`src/rtl/mem_access_unit.sv`:
```
// -----------------------------------------------------------------------------
// mem_access_unit
//
// Data-memory access stage of the multi-cycle MIPS datapath. It takes one
// load/store request per start strobe, checks it for legality, runs a single
// req/ack bus transaction and reports completion with a one-cycle done pulse.
// Stores replicate the right-aligned store data onto the active byte lanes.
// Loads extract the addressed byte/halfword and sign- or zero-extend it.
//
// Ports
//   clk        system clock, rising edge
//   rst        synchronous, active-high reset
//   start      request strobe, sampled only while idle
//   we         1 = store, 0 = load
//   load_type  000 LW, 001 LH, 010 LHU, 011 LB, 100 LBU (loads only)
//   addr       byte address
//   wdata      right-aligned store data
//   be         byte enables from the byte-enable stage (stores only)
//   busy       high whenever the FSM is not idle
//   done       one-cycle completion pulse
//   rdata      extended load result, held until the next done
//   err        valid with done: illegal request or bus timeout
//   bus_req    bus request, held until ack or timeout
//   bus_we     bus write qualifier
//   bus_addr   word-aligned bus address
//   bus_be     bus lane enables
//   bus_wdata  lane-replicated store data
//   bus_ack    single-cycle memory acknowledge
//   bus_rdata  read data, valid with bus_ack
// -----------------------------------------------------------------------------
module mem_access_unit #(
    parameter int unsigned TIMEOUT = 16  // ISSUE cycles before abort, 2..255
) (
    input  logic        clk,
    input  logic        rst,
    input  logic        start,
    input  logic        we,
    input  logic [2:0]  load_type,
    input  logic [31:0] addr,
    input  logic [31:0] wdata,
    input  logic [3:0]  be,
    output logic        busy,
    output logic        done,
    output logic [31:0] rdata,
    output logic        err,
    output logic        bus_req,
    output logic        bus_we,
    output logic [31:0] bus_addr,
    output logic [3:0]  bus_be,
    output logic [31:0] bus_wdata,
    input  logic        bus_ack,
    input  logic [31:0] bus_rdata
);

    typedef enum logic [1:0] {
        IDLE  = 2'd0,
        ISSUE = 2'd1,
        DONE  = 2'd2
    } state_t;

    typedef enum logic [2:0] {
        LT_LW  = 3'b000,
        LT_LH  = 3'b001,
        LT_LHU = 3'b010,
        LT_LB  = 3'b011,
        LT_LBU = 3'b100
    } load_t;

    // Counter value on the last ISSUE cycle before the transaction aborts.
    localparam logic [7:0] LAST_COUNT = 8'(TIMEOUT - 1);

    state_t      state;
    logic [7:0]  count;
    logic [2:0]  ld_type_q;   // load type captured at the accepting edge
    logic [1:0]  ofs_q;       // byte offset captured at the accepting edge
    logic        is_store_q;

    // Request decode, evaluated against the live inputs in IDLE.
    logic        req_legal;
    logic [3:0]  req_be;
    logic [31:0] req_wdata;

    // Load lane extraction from the bus read data.
    logic [7:0]  lane_byte;
    logic [15:0] lane_half;
    logic [31:0] load_result;

    // -------------------------------------------------------------------------
    // Request legality, lane enables and store-data replication
    // -------------------------------------------------------------------------
    always_comb begin
        // NOTE: every output of this block gets a default first so that no path
        // leaves one unassigned, which would otherwise infer a latch.
        req_legal = 1'b0;
        req_be    = 4'b0000;
        req_wdata = 32'h0000_0000;

        if (we) begin
            // Store: the lane pattern alone decides the access width.
            case (be)
                4'b1111: begin
                    req_legal = 1'b1;
                    req_be    = be;
                    req_wdata = wdata;
                end
                4'b0011, 4'b1100: begin
                    req_legal = 1'b1;
                    req_be    = be;
                    req_wdata = {2{wdata[15:0]}};
                end
                4'b0001, 4'b0010, 4'b0100, 4'b1000: begin
                    req_legal = 1'b1;
                    req_be    = be;
                    req_wdata = {4{wdata[7:0]}};
                end
                default: begin
                    req_legal = 1'b0;
                end
            endcase
        end else begin
            case (load_type)
                LT_LW: begin
                    req_legal = (addr[1:0] == 2'b00);
                    req_be    = 4'b1111;
                end
                LT_LH, LT_LHU: begin
                    req_legal = ~addr[0];
                    req_be    = addr[1] ? 4'b1100 : 4'b0011;
                end
                LT_LB, LT_LBU: begin
                    req_legal = 1'b1;
                    req_be    = 4'b0001 << addr[1:0];
                end
                default: begin
                    req_legal = 1'b0;
                end
            endcase
        end
    end

    // -------------------------------------------------------------------------
    // Load result: select the addressed lane, then extend
    // -------------------------------------------------------------------------
    always_comb begin
        lane_byte   = 8'h00;
        lane_half   = 16'h0000;
        load_result = 32'h0000_0000;

        case (ofs_q)
            2'd0:    lane_byte = bus_rdata[7:0];
            2'd1:    lane_byte = bus_rdata[15:8];
            2'd2:    lane_byte = bus_rdata[23:16];
            default: lane_byte = bus_rdata[31:24];
        endcase

        lane_half = ofs_q[1] ? bus_rdata[31:16] : bus_rdata[15:0];

        case (ld_type_q)
            LT_LW:   load_result = bus_rdata;
            LT_LH:   load_result = {{16{lane_half[15]}}, lane_half};
            LT_LHU:  load_result = {16'h0000, lane_half};
            LT_LB:   load_result = {{24{lane_byte[7]}}, lane_byte};
            LT_LBU:  load_result = {24'h000000, lane_byte};
            default: load_result = 32'h0000_0000;
        endcase
    end

    // -------------------------------------------------------------------------
    // Control FSM with registered outputs
    // -------------------------------------------------------------------------
    always_ff @(posedge clk) begin
        // NOTE: sequential state uses non-blocking assignments so every register
        // samples pre-edge values, independent of statement order.
        if (rst) begin
            state      <= IDLE;
            count      <= 8'd0;
            ld_type_q  <= 3'b000;
            ofs_q      <= 2'b00;
            is_store_q <= 1'b0;
            busy       <= 1'b0;
            done       <= 1'b0;
            rdata      <= 32'h0000_0000;
            err        <= 1'b0;
            bus_req    <= 1'b0;
            bus_we     <= 1'b0;
            bus_addr   <= 32'h0000_0000;
            bus_be     <= 4'b0000;
            bus_wdata  <= 32'h0000_0000;
        end else begin
            done <= 1'b0;

            case (state)
                IDLE: begin
                    if (start) begin
                        // Everything the transaction needs later is captured
                        // here, so input changes after this edge are harmless.
                        ld_type_q  <= load_type;
                        ofs_q      <= addr[1:0];
                        is_store_q <= we;
                        busy       <= 1'b1;
                        if (req_legal) begin
                            state     <= ISSUE;
                            count     <= 8'd0;
                            bus_req   <= 1'b1;
                            bus_we    <= we;
                            bus_addr  <= {addr[31:2], 2'b00};
                            bus_be    <= req_be;
                            bus_wdata <= req_wdata;
                        end else begin
                            // Rejected without touching the bus.
                            state <= DONE;
                            err   <= 1'b1;
                            rdata <= 32'h0000_0000;
                        end
                    end
                end

                ISSUE: begin
                    count <= count + 8'd1;
                    // Ack is tested first so it wins over a same-cycle timeout.
                    if (bus_ack) begin
                        state   <= DONE;
                        bus_req <= 1'b0;
                        bus_we  <= 1'b0;
                        err     <= 1'b0;
                        if (!is_store_q) begin
                            rdata <= load_result;
                        end
                    end else if (count == LAST_COUNT) begin
                        state   <= DONE;
                        bus_req <= 1'b0;
                        bus_we  <= 1'b0;
                        err     <= 1'b1;
                        rdata   <= 32'h0000_0000;
                    end
                end

                DONE: begin
                    state <= IDLE;
                    busy  <= 1'b0;
                    done  <= 1'b1;
                end

                default: begin
                    state   <= IDLE;
                    busy    <= 1'b0;
                    bus_req <= 1'b0;
                    bus_we  <= 1'b0;
                end
            endcase
        end
    end

endmodule

```
`config.mk`:
```
export PLATFORM = sky130hd
export DESIGN_NAME = mem_access_unit
export DESIGN_NICKNAME = d
export VERILOG_FILES = /design/src/rtl/mem_access_unit.sv
export SDC_FILE = /design/constraint.sdc
export NUM_CORES = 1
export LEC_CHECK = 0
export ABC_CLOCK_PERIOD_IN_PS = 2300
export BUFFER_PORTS_ARGS = -buffer_cell sky130_fd_sc_hd__buf_2
export CORE_ASPECT_RATIO = 2
export CORE_MARGIN = 3
export CORE_UTILIZATION = 30
export DETAILED_ROUTE_END_ITERATION = 8
export PLACE_DENSITY = 0.48
export SLEW_MARGIN = 10
export SYNTH_ARGS = -nofsm -noshare
export SYNTH_HDL_FRONTEND = slang
export SYNTH_SLANG_ARGS = --single-unit
```
`constraint.sdc`:
```
create_clock -name clk -period 2.3 [get_ports clk]
set_input_delay 0.115 -clock clk [delete_from_list [all_inputs] [get_ports clk]]
set_output_delay 0.115 -clock clk [all_outputs]
set_load 0.01 [all_outputs]
```
==> results.toml, run 1 <==
[place]
dp_cells = 1251
port_buffers = 210
gp_congestion = 0.803
detailed_place_hpwl_microns = 16900

[worst_setup_path]
crit_required_ns = 2.60
end_kind = "register"
slowest_delay_ns = 0.37
slowest_stage = "dfxtp_4"
crit_start = "count[0]"
path_buf_inv = 1
regToRegSetupSlack_ns = 0.08
cp_num_cells = 8
crit_chain = "ha_4 -> and3_4 -> a21oi_2 -> a211o_1 -> a31o_2 -> a21oi_4 -> clkbuf_16 -> mux2_2"
reg2regPathDepth = 8
start_kind = "register"
cp-endpoint = "rdata[26]"
r2r-start = "count[0]"
crit_type = "register to register"
worstPathArrival_ns = 2.52
worstPathMaxFanout = 7
reg2reg_to = "rdata[26]"
cp_top_family = "compound AO/OA/AOI/OAI gates"

[routing]
wirelength_microns = 23800
ant_nets = 0
drc = 0
drtPass1Iterations = 7
viasPerCell = 5.10
via_count = 6742
drt_iter0_drc = 335
wl_per_cell_microns = 18.0

[floorplanning]
die_area_sq_um = 23200
core_area_sq_um = 20600
rows = 74
die_h_microns = 212
initial_core_util_pct = 31.0
io_pins = 213
die_x_microns = 109

[global_routing]
overflow = 0
grt_pass1_vias = 6621
grt_pass1_wl_microns = 36000
track_usage_pct = 20.1
antenna_found_initial = 0
grt_max_degree = 61

[synthesis]
synth_common_cells = "dfxtp_1, nand2_1, a21oi_1, nor2_1, nor2b_1"
seq_area_frac_synth_pct = 37.3
synth_area_leaders = "dfxtp_1, a21oi_1, mux2_2, nand2_1, nor2_1"
synth-async-reset-ratio_pct = 0
yosysTopAreaCellShare_pct = 37.3
synth-edff-count = 0
synth_area_leader_cell = "dfxtp_1"
synth_area_sq_um = 6390
yosysUniqueCellTypes = 49
yosysWarnings = 0
synth.most_common_cell = "dfxtp_1"
ys_ff_latch = 119
syn_inst = 808
synth_area_per_cell_sq_um = 7.91
ys.flop_type = "dfxtp_1"

[layout]
areaGrowthSynthToFinish_pct = 37.6
drive_above_1_share_pct = 32.8
finalNonFillerCells = 1321
num-nets-final = 1151
num-fill-cells = 2186
antenna_cells = 0

[clock_tree]
htree_levels = 4
numCtsBuffers = 17
cts-root-buf = "clkbuf_16"
path_clk_slew_ns = 0.06
cts.path.max_buffers = 2
cts.sinks = 119
clk-insertion-delay-late_ns = 0.42
tritoncts = "done"

[power]
leakagePower_nw = 3.75
swShare_pct = 30.5
powerDensity_nw_per_um2 = 682
peakVddDrop_mv = 0.438
power_frac_seq_pct = 36.7
p_int_w = 0.00417
p_comb_share_pct = 18.8
p_switching_w = 0.00183
clock_power_share_pct = 44.6
finalPower_w = 0.00600

[run]
drv_cap = 0

[sta]
min_period_over_period_pct = 96.5
tightestPinTransition_ns = 0.717
fin_crit_ns = 2.22
skew_ns = 0.0131
fmax_mhz = 450
finalMaxSlewViolations = 0
finalSetupViolations = 0
slew_headroom_pct = 51.9
finalHoldViolCount = 0

[worst_hold_path]
min_path_type = "primary input to register"

[run_status]
status = "finished, final reports clean"
[timing repair]
| action | 4_1_cts | 5_1_grt |
|---|---|---|
| buffers inserted | 0 | 1 |
| setup endpoints to repair | 0 | 28 |
| hold buffers | 34 | 0 |
| gates resized for setup | 0 | 9 |
| hold endpoints to repair | 34 | 0 |
[state kept, by name (all words and copies together), names as in the netlist]
| register | flops |
|---|---|
| count | 8 |
| state | 2 |
| is_store_q | 1 |
| ofs_q | 2 |
| busy | 1 |
| bus_we | 1 |
| bus_addr | 30 |
| bus_req | 1 |
| bus_be | 4 |
| rdata | 32 |
| err | 1 |
| bus_wdata | 32 |
| done | 1 |
| ld_type_q | 3 |
[through the flow]
stage | TNS (ns) | hold WS [ns] | instance area (sq um) | utilization (%) | setup WS [ns]
finish | 0 | 0.0297 | 8790 | 42.6 | 0.0801
global route | -0.000976 | 0.0391 | 8790 | 42.6 | -0.000976
CTS | 0 | 0.0109 | 8690 | 42.1 | 0.0368
detailed placement | 0 | 0.363 | 7770 | 37.6 | 0.0583
global placement | 0 | 0.358 | 7770 | 37.6 | 0.0633
floorplan | 0 | 0.251 | 6390 | - | 0.154
[power groups by stage]
stage                     logic [W]  clock network, W  registers (W)
final                       0.00113           0.00267        0.00220
after floorplan            0.000607                 0        0.00226
after detailed placement    0.00103                 0        0.00225
after global placement      0.00103                 0        0.00224
after CTS                   0.00108           0.00275        0.00220
after global routing        0.00123           0.00283        0.00221
[tightest hold or removal path: stages]
cell and delay, ns:
buf_2 0.16, nand2_1 0.07, a21oi_1 0.05
[cells in the final DEF, fill, tap and decap left out, types with 3 or more instances in the layout]
cell type      count
a22oi_1           16
inv_8              3
nor3_1            13
a32oi_1            8
inv_6              7
o21a_1             4
buf_12             3
and3_1             3
nand3b_1          10
clkbuf_16         19
dlygate4sd3_1     34
a222oi_1           8
a21oi_1          102
dfxtp_1          117
a21oi_2            3
buf_2            209
a31o_2             3
mux2_2            38
o21ai_0           36
o211ai_1           8
nor2_1            89
clkinv_4           3
buf_4             34
nand3_1           27
a211oi_1           4
nor3b_1            9
nand2b_1          19
inv_1              3
nor2b_1           53
a311oi_1           6
mux4_2             8
nand2_1          113
a22o_1             8
[how the worst min path moves through the flow]
| stage | from | end | depth (start not counted) |
|---|---|---|---|
| 3_3_place_gp | addr[2] | bus_addr[2] | 3 |
| 5_1_grt | load_type[2] | ld_type_q[2] | 3 |
| 3_5_place_dp | addr[12] | bus_addr[12] | 3 |
| 6_report | load_type[2] | ld_type_q[2] | 3 |
| 4_1_cts | load_type[2] | ld_type_q[2] | 3 |
| 2_1_floorplan | addr[10] | bus_addr[10] | 2 |
[cell families after synthesis]
| kind of cell | count (synthesis) | synth area share [%] |
|---|---|---|
| buffers and inverters | 72 | 5.23 |
| and+or+nand+nor | 347 | 25.8 |
| AOI/OAI and AO/OA | 216 | 21.0 |
| adders and majority gates | 1 | 0.196 |
| muxes | 50 | 10.2 |
| xor gates and xnor gates | 2 | 0.274 |
| DFF | 119 | 37.3 |
| other | 1 | 0.0587 |
[final cells by class]
class / count / area (sq um) / share of cell area [%]
clock buffer: 17 / 425 / 4.84
clock inverter: 15 / 156 / 1.78
inverter: 3 / 11.3 / 0.128
multi-input combinational: 618 / 3720 / 42.3
sequential: 119 / 2390 / 27.1
tap: 266 / 333 / 3.78
timing repair buffer: 283 / 1760 / 20.0
[layer usage]
layer,global-route usage [%],vias up,wire [microns]
met2,36.5,241,12700
li1,-,3311,-
met4,10.2,0,1000
met3,4.16,43,1300
met1,21.6,3147,8790
met5,0,-,0
Power figures use the tool's default switching activity.
==> run 2: changes to the inputs <==
CELL_PAD_IN_SITES_DETAIL_PLACEMENT = 1   (was not set)
CELL_PAD_IN_SITES_GLOBAL_PLACEMENT = 1   (was not set)
PLACE_DENSITY = 0.64   (was 0.48)
==> run 2 against run 1 <==
Setup slack better by 0.012 ns. Global-route usage is 1.7 points higher. Worst hold slack worse by 0.0038 ns. Routed wire length is 7.5% higher. Die area stayed put. Sequential share of layout area is 0.075 points lower. Clock-buffer cell count is 4 higher. Highest routed layer unchanged.
==> results.toml, run 2 (synthesis results as in run 1) <==
[layout]
areaGrowthSynthToFinish_pct = 37.8
final_common_cell = "buf_2"
antenna_cells = 0
num-nets-final = 1153
mostFrequentLayoutCells = "buf_2, dfxtp_1, nand2_1, a21oi_1, nor2_1"
postLayoutCoreUtil_pct = 42.7
drive_above_1_share_pct = 32.5
design_area_sq_um = 8810
top_regs = "bus_wdata (32), rdata (32), bus_addr (30)"
num-fill-cells = 2615

[routing]
drt_iter0_drc = 317
maxUsedRoutingLayer = "met4"
drt-met1-wl_microns = 8820
drc = 0
viasPerCell = 5.20
drtPass1Iterations = 7
routed-wl-met3_microns = 1340
ant_nets = 0
wl_met2_microns = 14100
wirelength_microns = 25600
wl_per_cell_microns = 19.4
via_count = 6877

[sta]
fin_crit_ns = 2.21
rsz0062_at_grt = "no"
finalSetupViolations = 0
setup_tns_ns = 0
finalMaxSlewViolations = 0
min_period_over_period_pct = 96.0
slew_headroom_pct = 53.0
skew_ns = 0.00519
finalHoldViolCount = 0
fmax_mhz = 453
tightestPinTransition_ns = 0.705

[power]
peakVddDrop_mv = 0.527
finalPower_w = 0.00603
leakagePower_nw = 3.75
powerDensity_nw_per_um2 = 685

[clock_tree]
htree_levels = 4
clk-insertion-delay-late_ns = 0.42
cts.sinks = 119
cts.path.max_buffers = 2
numCtsBuffers = 17
tritoncts = "done"
path_clk_slew_ns = 0.06
cts-root-buf = "clkbuf_16"

[worst_setup_path]
worstPathMaxFanout = 8
crit_required_ns = 2.62
start_kind = "register"
crit_type = "register to register"
worstPathArrival_ns = 2.53
end_kind = "register"

[floorplanning]
die_h_microns = 212
io_pins = 213
die_x_microns = 109
rows = 74
initial_core_util_pct = 31.0
die_area_sq_um = 23200
core_area_sq_um = 20600

[global_routing]
grt_max_degree = 122
grt_pass1_vias = 7193
track_usage_pct = 21.9
overflow = 0
antenna_found_initial = 0
grt_pass1_wl_microns = 38700

[worst_hold_path]
min_path_type = "primary input to register"

[place]
post_dp_cell_area_sq_um = 7780
port_buffers = 210
detailed_place_hpwl_microns = 18100
gp_congestion = 0.849

[run]
drv_cap = 0

[run_status]
status = "finished, final reports clean"
run 2: cell types whose count changed in the layout (fill, tap and decap cells not counted), sizes merged:
cell / change
clkbuf: +4
bufinv: +1
clkinvlp: +4
buf: +2
inv: -8
clkinv: -2
run 2: final cells by class:
type	instances	area [sq um]	share of cell area, %
Clock buffer	21	460	5.23
Tap cell	266	333	3.78
Timing Repair Buffer	285	1800	20.5
Clock inverter	10	121	1.38
Inverter	3	11.3	0.128
Multi-Input combinational cell	618	3690	41.9
Sequential cell	119	2380	27.1
run 2: layer usage:
layer  up-vias  GRT usage (%)
li1       3299              -
met5         -              0
met4         0           11.9
met3        61           4.65
met2       218           42.0
met1      3299           20.9
run 2: critical path: stages, from the launching register on:
cell	delay, ns
dfxtp_2	0.33
ha_2	0.18
and3_1	0.18
a21oi_1	0.08
a211o_1	0.31
a31o_2	0.24
a21oi_4	0.13
buf_12	0.14
buf_6	0.17
mux2_2	0.34
run 2: timing repair:
action	in CTS	in global routing
gates resized for setup	0	4
endpoints found under the hold margin	34	0
endpoints found under the setup margin	0	32
buffers inserted	0	3
hold buffers	34	0
run 2: path summary, 6_finish.rpt:
check	from	to	slack, ns	depth (start not counted)
setup / recovery	count[0]	rdata[27]	0.09	9
hold / removal	bus_ack	err	0.03	3
setup reg to reg	count[0]	rdata[27]	0.09	9
hold reg to reg	bus_wdata[3]	bus_wdata[3]	0.45	2
run 2: through the flow:
stage | hold slack, ns | cells | setup slack, ns
after floorplan | 0.251 | 809 | 0.154
after global placement | 0.356 | 1251 | 0.0679
after detailed placement | 0.363 | 1251 | 0.0276
after CTS | 0.00697 | 1316 | 0.0142
after global routing | 0.0249 | 1322 | 0.00868
final | 0.0259 | 1322 | 0.0920
run 2: power by group:
part	leakage, nW	internal (W)	total (W)	switching, W
combinational	2.51	0.000511	0.00117	0.000656
clock	0.272	0.00165	0.00267	0.00102
sequential	0.966	0.00214	0.00220	0.0000532
total	3.75	0.00430	0.00603	0.00173
==> run 3: changes to the inputs <==
CORE_MARGIN = 2   (was 3)
REMOVE_ABC_BUFFERS = 1   (was not set)
SLEW_MARGIN = 20   (was 10)
==> run 3 against run 2 <==
Clock-buffer cell count shrank 2. Highest routed layer unchanged. Largest power group unchanged. Total power shrank 0.90%. Sequential cell count is the same. Critical path type unchanged. Design area grew 0.72%.
==> results.toml, run 3 (synthesis results as in run 1) <==
[clock_tree]
tritoncts = "done"
cts.sinks = 119
htree_levels = 4
numCtsBuffers = 17
clk-insertion-delay-late_ns = 0.43
cts.path.max_buffers = 2
cts-root-buf = "clkbuf_16"
path_clk_slew_ns = 0.06

[floorplanning]
io_pins = 213
rows = 75
core_area_sq_um = 20900
die_area_sq_um = 22600
die_x_microns = 107
initial_core_util_pct = 30.5
die_h_microns = 210

[routing]
wirelength_microns = 23900
via_count = 6789
ant_nets = 0
wl_per_cell_microns = 18.0
viasPerCell = 5.11
drtPass1Iterations = 4
drc = 0
drt_iter0_drc = 269

[layout]
final_common_cell = "buf_2"
postLayoutCoreUtil_pct = 42.4
regArea_sq_um = 2380
drive_above_1_share_pct = 32.6
antenna_cells = 0
mostFrequentLayoutCells = "buf_2, dfxtp_1, nand2_1, a21oi_1, nor2_1"
top_regs = "bus_wdata (32), rdata (32), bus_addr (30)"
areaGrowthSynthToFinish_pct = 38.8
num-fill-cells = 2609
num-nets-final = 1155
multi_input_area_sq_um = 3720

[worst_setup_path]
reg2reg_to = "rdata[23]"
reg2regPathDepth = 9
crit_start = "count[0]"
worstPathMaxFanout = 8
worstPathArrival_ns = 2.51
r2r-start = "count[0]"
crit_type = "register to register"
crit_required_ns = 2.61
regToRegSetupSlack_ns = 0.1
end_kind = "register"
start_kind = "register"

[worst_hold_path]
holdPathStages = 3
hold-path-endpoint = "bus_wdata[2]"
min_path_type = "primary input to register"
min_from = "wdata[2]"

[global_routing]
grt_max_degree = 86
antenna_found_initial = 0
grt_pass1_wl_microns = 37000
grt_pass1_vias = 7072
track_usage_pct = 20.9
overflow = 0

[place]
detailed_place_hpwl_microns = 16400
gp_congestion = 0.820
port_buffers = 210

[sta]
skew_ns = 0.0100
fin_hold_ws_ns = 0.0250
tightestPinTransition_ns = 0.871
fmax_mhz = 454
finalMaxSlewViolations = 0
finalHoldViolCount = 0
min_period_over_period_pct = 95.7
slew_headroom_pct = 41.9
finalSetupViolations = 0
fin_crit_ns = 2.20

[power]
peakVddDrop_mv = 0.383
powerDensity_nw_per_um2 = 674
leakagePower_nw = 3.78

[run]
drv_cap = 0

[run_status]
status = "finished, final reports clean"
==> run 3: cell types whose count changed in the layout (fill, tap and decap cells not counted), moves of 2 or more <==
cell and delta:
buf_4 -2, clkinv_2 +5, clkinv_4 +2, clkinvlp_4 -2, dlygate4sd3_1 +3, inv_6 -2
==> run 3: layout make-up <==
cell class / count / area share [%]
Inverter: 3 / 0.127
Clock buffer: 19 / 4.99
Multi-Input combinational cell: 618 / 41.9
Clock inverter: 13 / 1.48
Sequential cell: 119 / 26.9
Timing Repair Buffer: 287 / 20.8
Tap cell: 269 / 3.79
==> run 3: power breakdown <==
group | switching [W] | internal [W] | total, W
logic | 0.000648 | 0.000517 | 0.00116
registers | 0.0000601 | 0.00214 | 0.00220
clock network | 0.000997 | 0.00161 | 0.00261
total | 0.00171 | 0.00427 | 0.00598
==> run 3: repair_timing <==
item                                    in CTS  in global routing
gates resized for setup                      0                  7
setup buffers                                0                  1
endpoints found under the setup margin       0                 32
hold endpoints to repair                    37                  0
hold buffers                                37                  0
==> run 3: metal layers <==
layer  vias up  GRT usage, %  part of all wire (%)  wire length (microns)
met3        46          4.11                   3.6                    851
met1      3262          21.3                    37                   8760
met5         -             0                     0                      0
met2       177          39.6                    56                  13400
li1       3304             -                     -                      -
met4         0          9.67                   3.7                    894
==> run 3: per-stage QoR <==
step	setup WS, ns	cell area (sq um)	power (W)	instances	setup TNS, ns
3_3_place_gp	0.0981	7810	0.00327	1255	0
6_report	0.0989	8870	0.00598	1328	0
5_1_grt	-0.00499	8870	0.00628	1328	-0.00611
2_1_floorplan	-1.08	6070	0.00276	740	-78.50
4_1_cts	0.0433	8760	0.00599	1324	0
3_5_place_dp	0.0474	7810	0.00329	1255	0
==> run 3: worst max path at each step <==
stage                 to  cells after the start  slack [ns]
3_5_place_dp   rdata[11]                      8        0.05
5_1_grt        rdata[14]                      9      -0.005
6_report       rdata[23]                      9         0.1
3_3_place_gp    rdata[9]                      8         0.1
2_1_floorplan  bus_be[0]                      6       -1.08
4_1_cts        rdata[21]                      8        0.04
==> run 3: worst max-delay path, cell delays in order, from the launching register on <==
cell       delay (ns)
dfxtp_2          0.36
ha_4             0.14
and3_1           0.17
a21oi_1          0.09
a211o_1          0.30
a31o_2           0.24
a21oi_4          0.13
buf_12           0.15
clkbuf_16        0.17
mux2_2           0.33
